$ cat config.mk
export PLATFORM = sky130hd
export DESIGN_NAME = addsub_acc_stage
export DESIGN_NICKNAME = d
export VERILOG_FILES = /design/src/rtl/addsub_pkg.sv /design/src/rtl/addsub.sv /design/src/rtl/addsub_acc_stage.sv
export SDC_FILE = /design/constraint.sdc
export NUM_CORES = 1
export LEC_CHECK = 0
export CORE_ASPECT_RATIO = 0.75
export CORE_UTILIZATION = 30
export DETAILED_ROUTE_END_ITERATION = 8
export GPL_TIMING_DRIVEN = 0
export SYNTH_ARGS = -nofsm -noshare
export SYNTH_HDL_FRONTEND = slang
export SYNTH_SLANG_ARGS = --single-unit
$ cat constraint.sdc
create_clock -name clk -period 14 [get_ports clk]
set_input_delay 2.8 -clock clk [delete_from_list [all_inputs] [get_ports clk]]
set_output_delay 2.8 -clock clk [all_outputs]
set_load 0.05 [all_outputs]
$ cat src/rtl/addsub_pkg.sv
// Shared types and constants for the addsub issue/result stage.
// Saturation constants are used only when ADDSUB_SAT_EN is defined.
package addsub_pkg;

  typedef enum logic [1:0] {
    OP_ADD    = 2'd0,
    OP_SUB    = 2'd1,
    OP_ACC    = 2'd2,
    OP_ACCSUB = 2'd3
  } op_t;

  typedef struct packed {
    logic n;
    logic z;
    logic c;
    logic v;
  } flags_t;

  localparam int FLAG_N = 3;
  localparam int FLAG_Z = 2;
  localparam int FLAG_C = 1;
  localparam int FLAG_V = 0;

  localparam logic [31:0] SAT_POS = 32'h7FFF_FFFF;
  localparam logic [31:0] SAT_NEG = 32'h8000_0000;

endpackage

$ cat src/rtl/addsub.sv
// Combinational add/subtract: sum = a + b when sub=0, a - b (two's complement) when sub=1.
module addsub #(
  parameter int WIDTH = 32
) (
  input  logic [WIDTH-1:0] a,
  input  logic [WIDTH-1:0] b,
  input  logic             sub,
  output logic [WIDTH-1:0] sum
);

  assign sum = a + (b ^ {WIDTH{sub}}) + {{(WIDTH-1){1'b0}}, sub};

endmodule

$ cat src/rtl/addsub_acc_stage.sv
// Registered issue/result stage around addsub: operand select, N/Z/C/V flags, accumulator, output FIFO.
// Optional saturation of overflowing results is enabled by defining ADDSUB_SAT_EN.
module addsub_acc_stage
  import addsub_pkg::*;
#(
  parameter int WIDTH = 32,
  parameter int DEPTH = 2
) (
  input  logic             clk,
  input  logic             rst_n,
  input  logic             in_valid,
  output logic             in_ready,
  input  logic [1:0]       in_op,
  input  logic [WIDTH-1:0] in_a,
  input  logic [WIDTH-1:0] in_b,
  output logic             out_valid,
  input  logic             out_ready,
  output logic [WIDTH-1:0] out_sum,
  output logic [3:0]       out_flags,
  output logic [WIDTH-1:0] acc
);

  localparam int PTR_W = (DEPTH > 1) ? $clog2(DEPTH) : 1;
  localparam int CNT_W = $clog2(DEPTH + 1);

  generate
    if (WIDTH != 32) begin : g_bad_width
      $error("addsub_acc_stage: WIDTH must be 32");
    end
    if (DEPTH < 2 || (DEPTH & (DEPTH - 1)) != 0) begin : g_bad_depth
      $error("addsub_acc_stage: DEPTH must be a power of 2 and >= 2");
    end
  endgenerate

  op_t              op;
  logic             use_acc;
  logic             sub;
  logic [WIDTH-1:0] op_a;
  logic             bx_msb;
  logic [WIDTH-1:0] raw_sum;
  logic [WIDTH-1:0] result;
  flags_t           res_flags;
  logic             carry;
  logic             ovf;

  logic [WIDTH-1:0] acc_reg;
  logic [PTR_W-1:0] wr_ptr_reg;
  logic [PTR_W-1:0] rd_ptr_reg;
  logic [CNT_W-1:0] count_reg;
  logic [CNT_W-1:0] count_next;
  logic [WIDTH-1:0] sum_mem   [DEPTH];
  flags_t           flags_mem [DEPTH];

  logic push;
  logic pop;

  assign op      = op_t'(in_op);
  assign use_acc = (op == OP_ACC) || (op == OP_ACCSUB);
  assign sub     = (op == OP_SUB) || (op == OP_ACCSUB);
  assign op_a    = use_acc ? acc_reg : in_a;
  assign bx_msb  = in_b[WIDTH-1] ^ sub;

  addsub #(.WIDTH(WIDTH)) u_addsub (
    .a   (op_a),
    .b   (in_b),
    .sub (sub),
    .sum (raw_sum)
  );

  // Carry out of the MSB; for subtraction C=1 means no borrow.
  assign carry = (op_a[WIDTH-1] & bx_msb) | ((op_a[WIDTH-1] ^ bx_msb) & ~raw_sum[WIDTH-1]);
  assign ovf   = (op_a[WIDTH-1] == bx_msb) && (raw_sum[WIDTH-1] != op_a[WIDTH-1]);

  always_comb begin
`ifdef ADDSUB_SAT_EN
    result = ovf ? (op_a[WIDTH-1] ? SAT_NEG : SAT_POS) : raw_sum;
`else
    result = raw_sum;
`endif
    res_flags.n = result[WIDTH-1];
    res_flags.z = (result == '0);
    res_flags.c = carry;
    res_flags.v = ovf;
  end

  assign in_ready  = (count_reg != CNT_W'(DEPTH));
  assign out_valid = (count_reg != '0);
  assign push      = in_valid && in_ready;
  assign pop       = out_valid && out_ready;

  always_comb begin
    count_next = count_reg;
    case ({push, pop})
      2'b10:   count_next = count_reg + 1'b1;
      2'b01:   count_next = count_reg - 1'b1;
      default: count_next = count_reg;
    endcase
  end

  always_ff @(posedge clk or negedge rst_n) begin
    if (!rst_n) begin
      wr_ptr_reg <= '0;
      rd_ptr_reg <= '0;
      count_reg  <= '0;
      acc_reg    <= '0;
    end else begin
      count_reg <= count_next;
      if (push) begin
        wr_ptr_reg <= wr_ptr_reg + 1'b1;
        if (use_acc) begin
          acc_reg <= result;
        end
      end
      if (pop) begin
        rd_ptr_reg <= rd_ptr_reg + 1'b1;
      end
    end
  end

  // Storage needs no reset: entries are only visible while count_reg covers them.
  always_ff @(posedge clk) begin
    if (push) begin
      sum_mem[wr_ptr_reg]   <= result;
      flags_mem[wr_ptr_reg] <= res_flags;
    end
  end

  assign out_sum   = out_valid ? sum_mem[rd_ptr_reg] : '0;
  assign out_flags = out_valid ? flags_mem[rd_ptr_reg] : 4'b0000;
  assign acc       = acc_reg;

endmodule

==> flow_summary.yaml, run 1 <==
outcome:
  status: "completed"
clocking:
  cts_tree: "built"
  cts_made_buffers: 9
  cts_htree_levels: 3
  post-cts-setup-buffers: 0
  cts.reportedPaths.clkPinSlew_ps: 70
  cts_max_path_buffers: 2
  cts-root-buf: "clkbuf_16"
  cts_resized: 0
  clk_latency_ps: 350
  cts_hold_buffers: 0
  numClockSinks: 106
timing:
  tns_ps: 0
  worst_pin_slew_ps: 1010
  rsz0062_at_grt: "no"
  setup_violations: 0
  hold_viol: 0
  finalCriticalPeriod_ps: 8720
  timing.final.crit_share_pct: 62.3
  clock.fmax_mhz: 115
  slew-limit-headroom_pct: 32.9
  whs_ps: 503
  slew_violations: 0
  fin_skew_ps: 12.0
routing:
  drtPass1Iterations: 5
  drtAntennaViolNets: 0
  vias_per_cell: 5.03
  wirelength_um: 19700
  drt_iter0_drc: 293
  drc_errors: 0
  wl_per_cell_um: 18.2
  vias: 5418
yosys:
  synth_async_sr_flop_share_pct: 34.0
  syn_area_um2: 6980
  avgSynthCellArea_um2: 11.1
  yosysMostFrequentCell: "edfxtp_1"
  yosys.area.top_type: "edfxtp_1"
  synth_flop_cell: "edfxtp_1"
  synth-seq-area-share_pct: 43.0
  ys_seq_elements: 106
  synth_area_leaders: "edfxtp_1 (30%), dfrtp_1 (13%), mux2_2 (8.4%), ha_1 (5.7%), mux2i_1 (5.3%)"
  synth_nets: 732
  synth_common_cells: "edfxtp_1 (70), nor2_1 (60), mux2_2 (52), xor2_1 (42), mux2i_1 (37)"
  syn_inst: 628
  synth_edf_count: 70
  yosys_warnings: 0
  synth_top_area_share_pct: 30.1
  netlist-cell-type-count: 77
layout:
  multi_input_area_um2: 3740
  nets: 882
  final-seq-area_um2: 3000
  largest_reg_flops: 63
  n_antenna_cell: 0
  drive_gt1_share_pct: 15.1
  nFillCells: 2186
  area_growth_pct: 30.0
die:
  start_util_pct: 31.1
  core_um2: 22500
  die_y_um: 134
  rows: 47
  fp.dieW_um: 178
  dieArea_um2: 23900
  io_pins: 140
critical_path:
  critPathMaxFanout: 10
  critical_path.max_stage_delay_ps: 800
  critPathCaptureType: "flip-flop"
  worstPathCellList: "clkbuf_1 > buf_1 > xor2_1 > ha_1 > buf_4 > and3_1 > a21oi_1 > a211oi_2 > or4_4 > a31o_2 > a21oi_1 > o21ai_0 > fa_1 > nor4_1 > nand3_1 > nor4_1 > nand4_1 > nor4_4 > nand4b_1 > nor4b_2"
  crit_arrival_ps: 8850
  worst-path-buf-inv: 3
  critical_path.slowest_cell: "buf_1"
  critPathTopFamily: "simple AND/OR/NAND/NOR gates"
  critPathKind: "input port to flip-flop"
  start_kind: "input port"
  cp.required_ps: 14130
power:
  peakVddDrop_mv: 0.0959
  leakagePower_nw: 3.59
  power.density_nw_per_um2: 265
grt:
  grt_pass1_wl_um: 29800
  grt_use_total_pct: 16.7
  grt_pass1_vias: 5141
  grt_max_degree: 36
  antenna_found_initial: 0
  grt.overflow.total: 0
job:
  drv_cap: 0
min_path:
  min_path_type: "flip-flop to flip-flop"
placement:
  gp_congestion: 0.832
  portBuffers: 137
  hpwlAfterDp_um: 15700
## cell usage in the layout (no fill, tap or decap), types with 5 or more instances in the layout
| master | n |
|---|---|
| edfxtp_1 | 70 |
| clkbuf_1 | 13 |
| a21oi_1 | 30 |
| xnor2_1 | 13 |
| o21a_1 | 5 |
| clkbuf_16 | 9 |
| and3_1 | 7 |
| nand3_1 | 12 |
| nor4_1 | 5 |
| clkdlybuf4s50_1 | 136 |
| mux2i_1 | 37 |
| inv_1 | 17 |
| a21o_1 | 15 |
| nor3_1 | 11 |
| nand4_1 | 6 |
| buf_1 | 6 |
| xor2_1 | 42 |
| nand2_1 | 32 |
| ha_1 | 32 |
| or3_1 | 5 |
| mux2_2 | 52 |
| nor2_1 | 59 |
| a21o_2 | 5 |
| dfrtp_1 | 36 |
| o21ai_0 | 18 |
## final timing paths
| path | from | end | slack (ps) | depth (start not counted) |
|---|---|---|---|---|
| worst min-delay path | count_reg[1]$_DFFE_PN0P_ | count_reg[1]$_DFFE_PN0P_ | 500 | 1 |
| worst max-delay path | in_op[0] | flags_mem[0][2]$_DFFE_PP_ | 5280 | 20 |
| max in group asynchronous | rst_n | acc[23]$_DFFE_PN0P_ | 11230 | 2 |
| worst min register to register | count_reg[1]$_DFFE_PN0P_ | count_reg[1]$_DFFE_PN0P_ | 500 | 1 |
| min in group asynchronous | rst_n | acc[2]$_DFFE_PN0P_ | 2320 | 1 |
| worst max register to register | acc[10]$_DFFE_PN0P_ | flags_mem[0][2]$_DFFE_PP_ | 8330 | 19 |
## layer usage
metal / part of all wire (%) / vias up / track usage, %
li1: - / 2625 / -
met1: 49 / 2648 / 23.8
met2: 44 / 129 / 25.4
met3: 4.5 / 16 / 2.75
met4: 1.9 / 0 / 5.41
met5: 0 / - / 0
## kinds of logic (layout without fill, tap and decap cells)
kind of cell / after synthesis / count (layout) / share of synthesized area [%]
fa+ha+maj: 34 / 34 / 6.31
buf+inv: 47 / 202 / 3.46
compound gates: 120 / 120 / 12.5
flops: 106 / 106 / 43.0
simple gates: 173 / 173 / 13.1
mux: 91 / 91 / 14.2
xor+xnor: 57 / 57 / 7.37
## power breakdown
part | internal [mW] | total, mW | switching (mW)
Clock | 0.142 | 0.261 | 0.118
Sequential | 0.520 | 0.586 | 0.0660
Combinational | 0.548 | 1.56 | 1.01
## metrics by stage
stage	utilization (%)	setup slack [ps]	instances	power (mW)	area (µm²)
6_report	40.4	5280	1077	2.40	9070
5_1_grt	40.4	4890	1077	2.54	9070
4_1_cts	40.4	5290	1077	2.41	9070
3_5_place_dp	39.0	4940	1061	2.15	8760
3_3_place_gp	38.8	4900	1059	2.14	8720
2_1_floorplan	-	6470	628	1.65	6980
## area by class of cell
class	count	share of cell area, %
multi-input combinational	475	41.3
sequential	106	33.1
timing repair buffer	139	15.5
tap	294	4.06
clock buffer	9	2.48
buffer	30	1.96
clock inverter	7	0.938
inverter	17	0.703
## worst register-to-register path: cells and delay by family (launching register included)
kind,cells,cell delay [ps]
buf+inv,1,170
simple gates,9,2390
mux,1,290
fa+ha+maj,2,910
compound gates,6,1290
flops,1,410
Note: power is estimated with default switching activity, not from simulation.
==> inputs of run 2 (changes only) <==
clock period = 7.9 ns   (was 14 ns; I/O delays follow)
==> results of run 2 <==
Same layout as run 1 (identical final DEF). Status: completed.
Main changes from that run: setup slack after placement 4940 ps -> 55.7 ps; setup slack after layout 5280 ps -> 402 ps; end point of the critical path flags_mem[0][2]$_DFFE_PP_ -> flags_mem[1][2]$_DFFE_PP_; register-to-register setup slack 8330 ps -> 2230 ps; total power 2.40 mW -> 4.26 mW; worst IR drop on VDD 0.0959 mV -> 0.170 mV
==> inputs of run 3 (changes only) <==
CORE_MARGIN = 10   (was default)
==> flow_summary.yaml, run 3 (same netlist as run 1, synthesis figures left out) <==
timing:
  setup_ws_ps: 470
  worst_pin_slew_ps: 943
  tns_ps: 0
  fin_skew_ps: 14.6
  slew_violations: 0
  hold_viol: 0
  clock.fmax_mhz: 135
  finalCriticalPeriod_ps: 7430
  rsz0062_at_grt: "no"
  setup_violations: 0
  slew-limit-headroom_pct: 37.1
  timing.final.crit_share_pct: 94.0
power:
  peakVddDrop_mv: 0.161
  power.density_nw_per_um2: 468
  swShare_pct: 50.2
  combPwrFrac_pct: 65.7
  pwr-share-clk_pct: 9.8
  p_sw_mw: 2.12
  leakagePower_nw: 3.57
  p_total_mw: 4.23
  seq_power_share_pct: 24.5
  p_int_mw: 2.11
clocking:
  cts-root-buf: "clkbuf_16"
  clk_latency_ps: 350
  cts_hold_buffers: 0
  post-cts-setup-buffers: 0
  cts_resized: 0
  cts_made_buffers: 9
  cts.reportedPaths.clkPinSlew_ps: 70
  cts_htree_levels: 3
  cts_tree: "built"
  numClockSinks: 106
  cts_max_path_buffers: 2
critical_path:
  critPathCaptureType: "flip-flop"
  critical_path.max_stage_delay_ps: 720
  cp.required_ps: 8020
  rr_startpoint: "acc[10]$_DFFE_PN0P_"
  crit_arrival_ps: 7550
  critical_path.slowest_cell: "buf_1"
  critPathTopFamily: "simple AND/OR/NAND/NOR gates"
  critPathKind: "input port to flip-flop"
  startpoint: "in_op[0]"
  start_kind: "input port"
  critPathMaxFanout: 10
  worstPathCellList: "clkbuf_1 > buf_1 > xor2_1 > ha_1 > nand3_1 > o2111ai_2 > nand3_2 > a211oi_2 > or4_4 > a31o_2 > a21oi_1 > o21ai_0 > fa_1 > nor4_1 > nand3_1 > nor4_1 > nand4_1 > nor4_4 > nand4b_1 > nor4b_2"
  worst-path-buf-inv: 2
routing:
  drt_iter0_drc: 266
  drtAntennaViolNets: 0
  drc_errors: 0
  vias: 5364
  vias_per_cell: 4.95
  wirelength_um: 21100
  drtPass1Iterations: 5
  wl_per_cell_um: 19.5
layout:
  area_growth_pct: 29.5
  fin_cells: 1083
  nFillCells: 2220
  final_cell_mix: "clkdlybuf4s50_1 (136), edfxtp_1 (70), nor2_1 (59)"
  final_common_cell: "clkdlybuf4s50_1"
  largest_reg_flops: 63
  fin_area_um2: 9040
  drive_gt1_share_pct: 14.8
  nets: 882
  n_antenna_cell: 0
min_path:
  worstHoldStart: "count_reg[1]$_DFFE_PN0P_"
  min_path_type: "flip-flop to flip-flop"
outcome:
  status: "completed"
placement:
  gp_congestion: 0.866
  placed_cells: 1067
  post-place-ws_ps: 92.6
  portBuffers: 137
  placed_cell_area_um2: 8770
  hpwlAfterDp_um: 17100
job:
  drv_cap: 0
grt:
  grt_pass1_vias: 5339
  grt.overflow.total: 0
  grt_use_total_pct: 13.8
  grt_pass1_wl_um: 32300
  antenna_found_initial: 0
  grt_max_degree: 36
die:
  fp.dieW_um: 196
  start_util_pct: 30.4
  io_pins: 140
  dieArea_um2: 29800
  core_um2: 22900
  die_y_um: 152
  rows: 48
-- run 3: final timing paths --
path | endpoint | slack (ps) | depth (start not counted)
max | flags_mem[1][2]$_DFFE_PP_ | 470 | 20
min | count_reg[1]$_DFFE_PN0P_ | 490 | 1
max reg2reg | flags_mem[1][2]$_DFFE_PP_ | 2250 | 19
min reg2reg | count_reg[1]$_DFFE_PN0P_ | 490 | 1
max in group asynchronous | acc[25]$_DFFE_PN0P_ | 6310 | 2
min in group asynchronous | acc[8]$_DFFE_PN0P_ | 1110 | 1
-- run 3: per-stage QoR --
step / hold slack, ps / utilization, %
finish: 492 / 39.4
global route: 522 / 39.4
CTS: 493 / 39.4
detailed placement: 479 / 38.2
global placement: 477 / 38.0
floorplan: 461 / -
-- run 3: final cells by class --
| cell class | instances | area, µm² | share of cell area (%) |
|---|---|---|---|
| flip-flops and latches | 106 | 3000 | 33.2 |
| plain buffers | 30 | 178 | 1.97 |
| clock inverters | 5 | 38.8 | 0.429 |
| inverters | 17 | 63.8 | 0.706 |
| well taps | 300 | 375 | 4.15 |
| clock buffers | 11 | 233 | 2.57 |
| repair buffers | 139 | 1410 | 15.6 |
| multi-input cells | 475 | 3740 | 41.4 |
-- run 3: worst register-to-register path, delay by kind of cell (launching register included) --
| family | cells | cell delay, ps |
|---|---|---|
| multiplexers | 1 | 290 |
| AO/OA/AOI/OAI | 6 | 1290 |
| flip-flops | 1 | 390 |
| adder cells (fa/ha/maj) | 2 | 910 |
| buffers and inverters | 1 | 170 |
| AND/OR/NAND/NOR | 9 | 2360 |
-- run 3: layer usage --
metal | GRT usage [%] | wire length (µm) | vias up
met5 | 0 | 0 | -
met4 | 3.01 | 241 | 0
met3 | 2.53 | 1010 | 13
met2 | 21.9 | 9700 | 129
met1 | 19.0 | 10200 | 2603
li1 | - | - | 2619
-- run 3: power by group through the flow --
stage	Sequential, mW	Clock (mW)	Combinational [mW]
2_1_floorplan	1.30	0	1.63
3_3_place_gp	1.05	0	2.76
3_5_place_dp	1.05	0	2.79
4_1_cts	1.04	0.423	2.80
5_1_grt	1.06	0.446	2.98
6_report	1.04	0.415	2.78
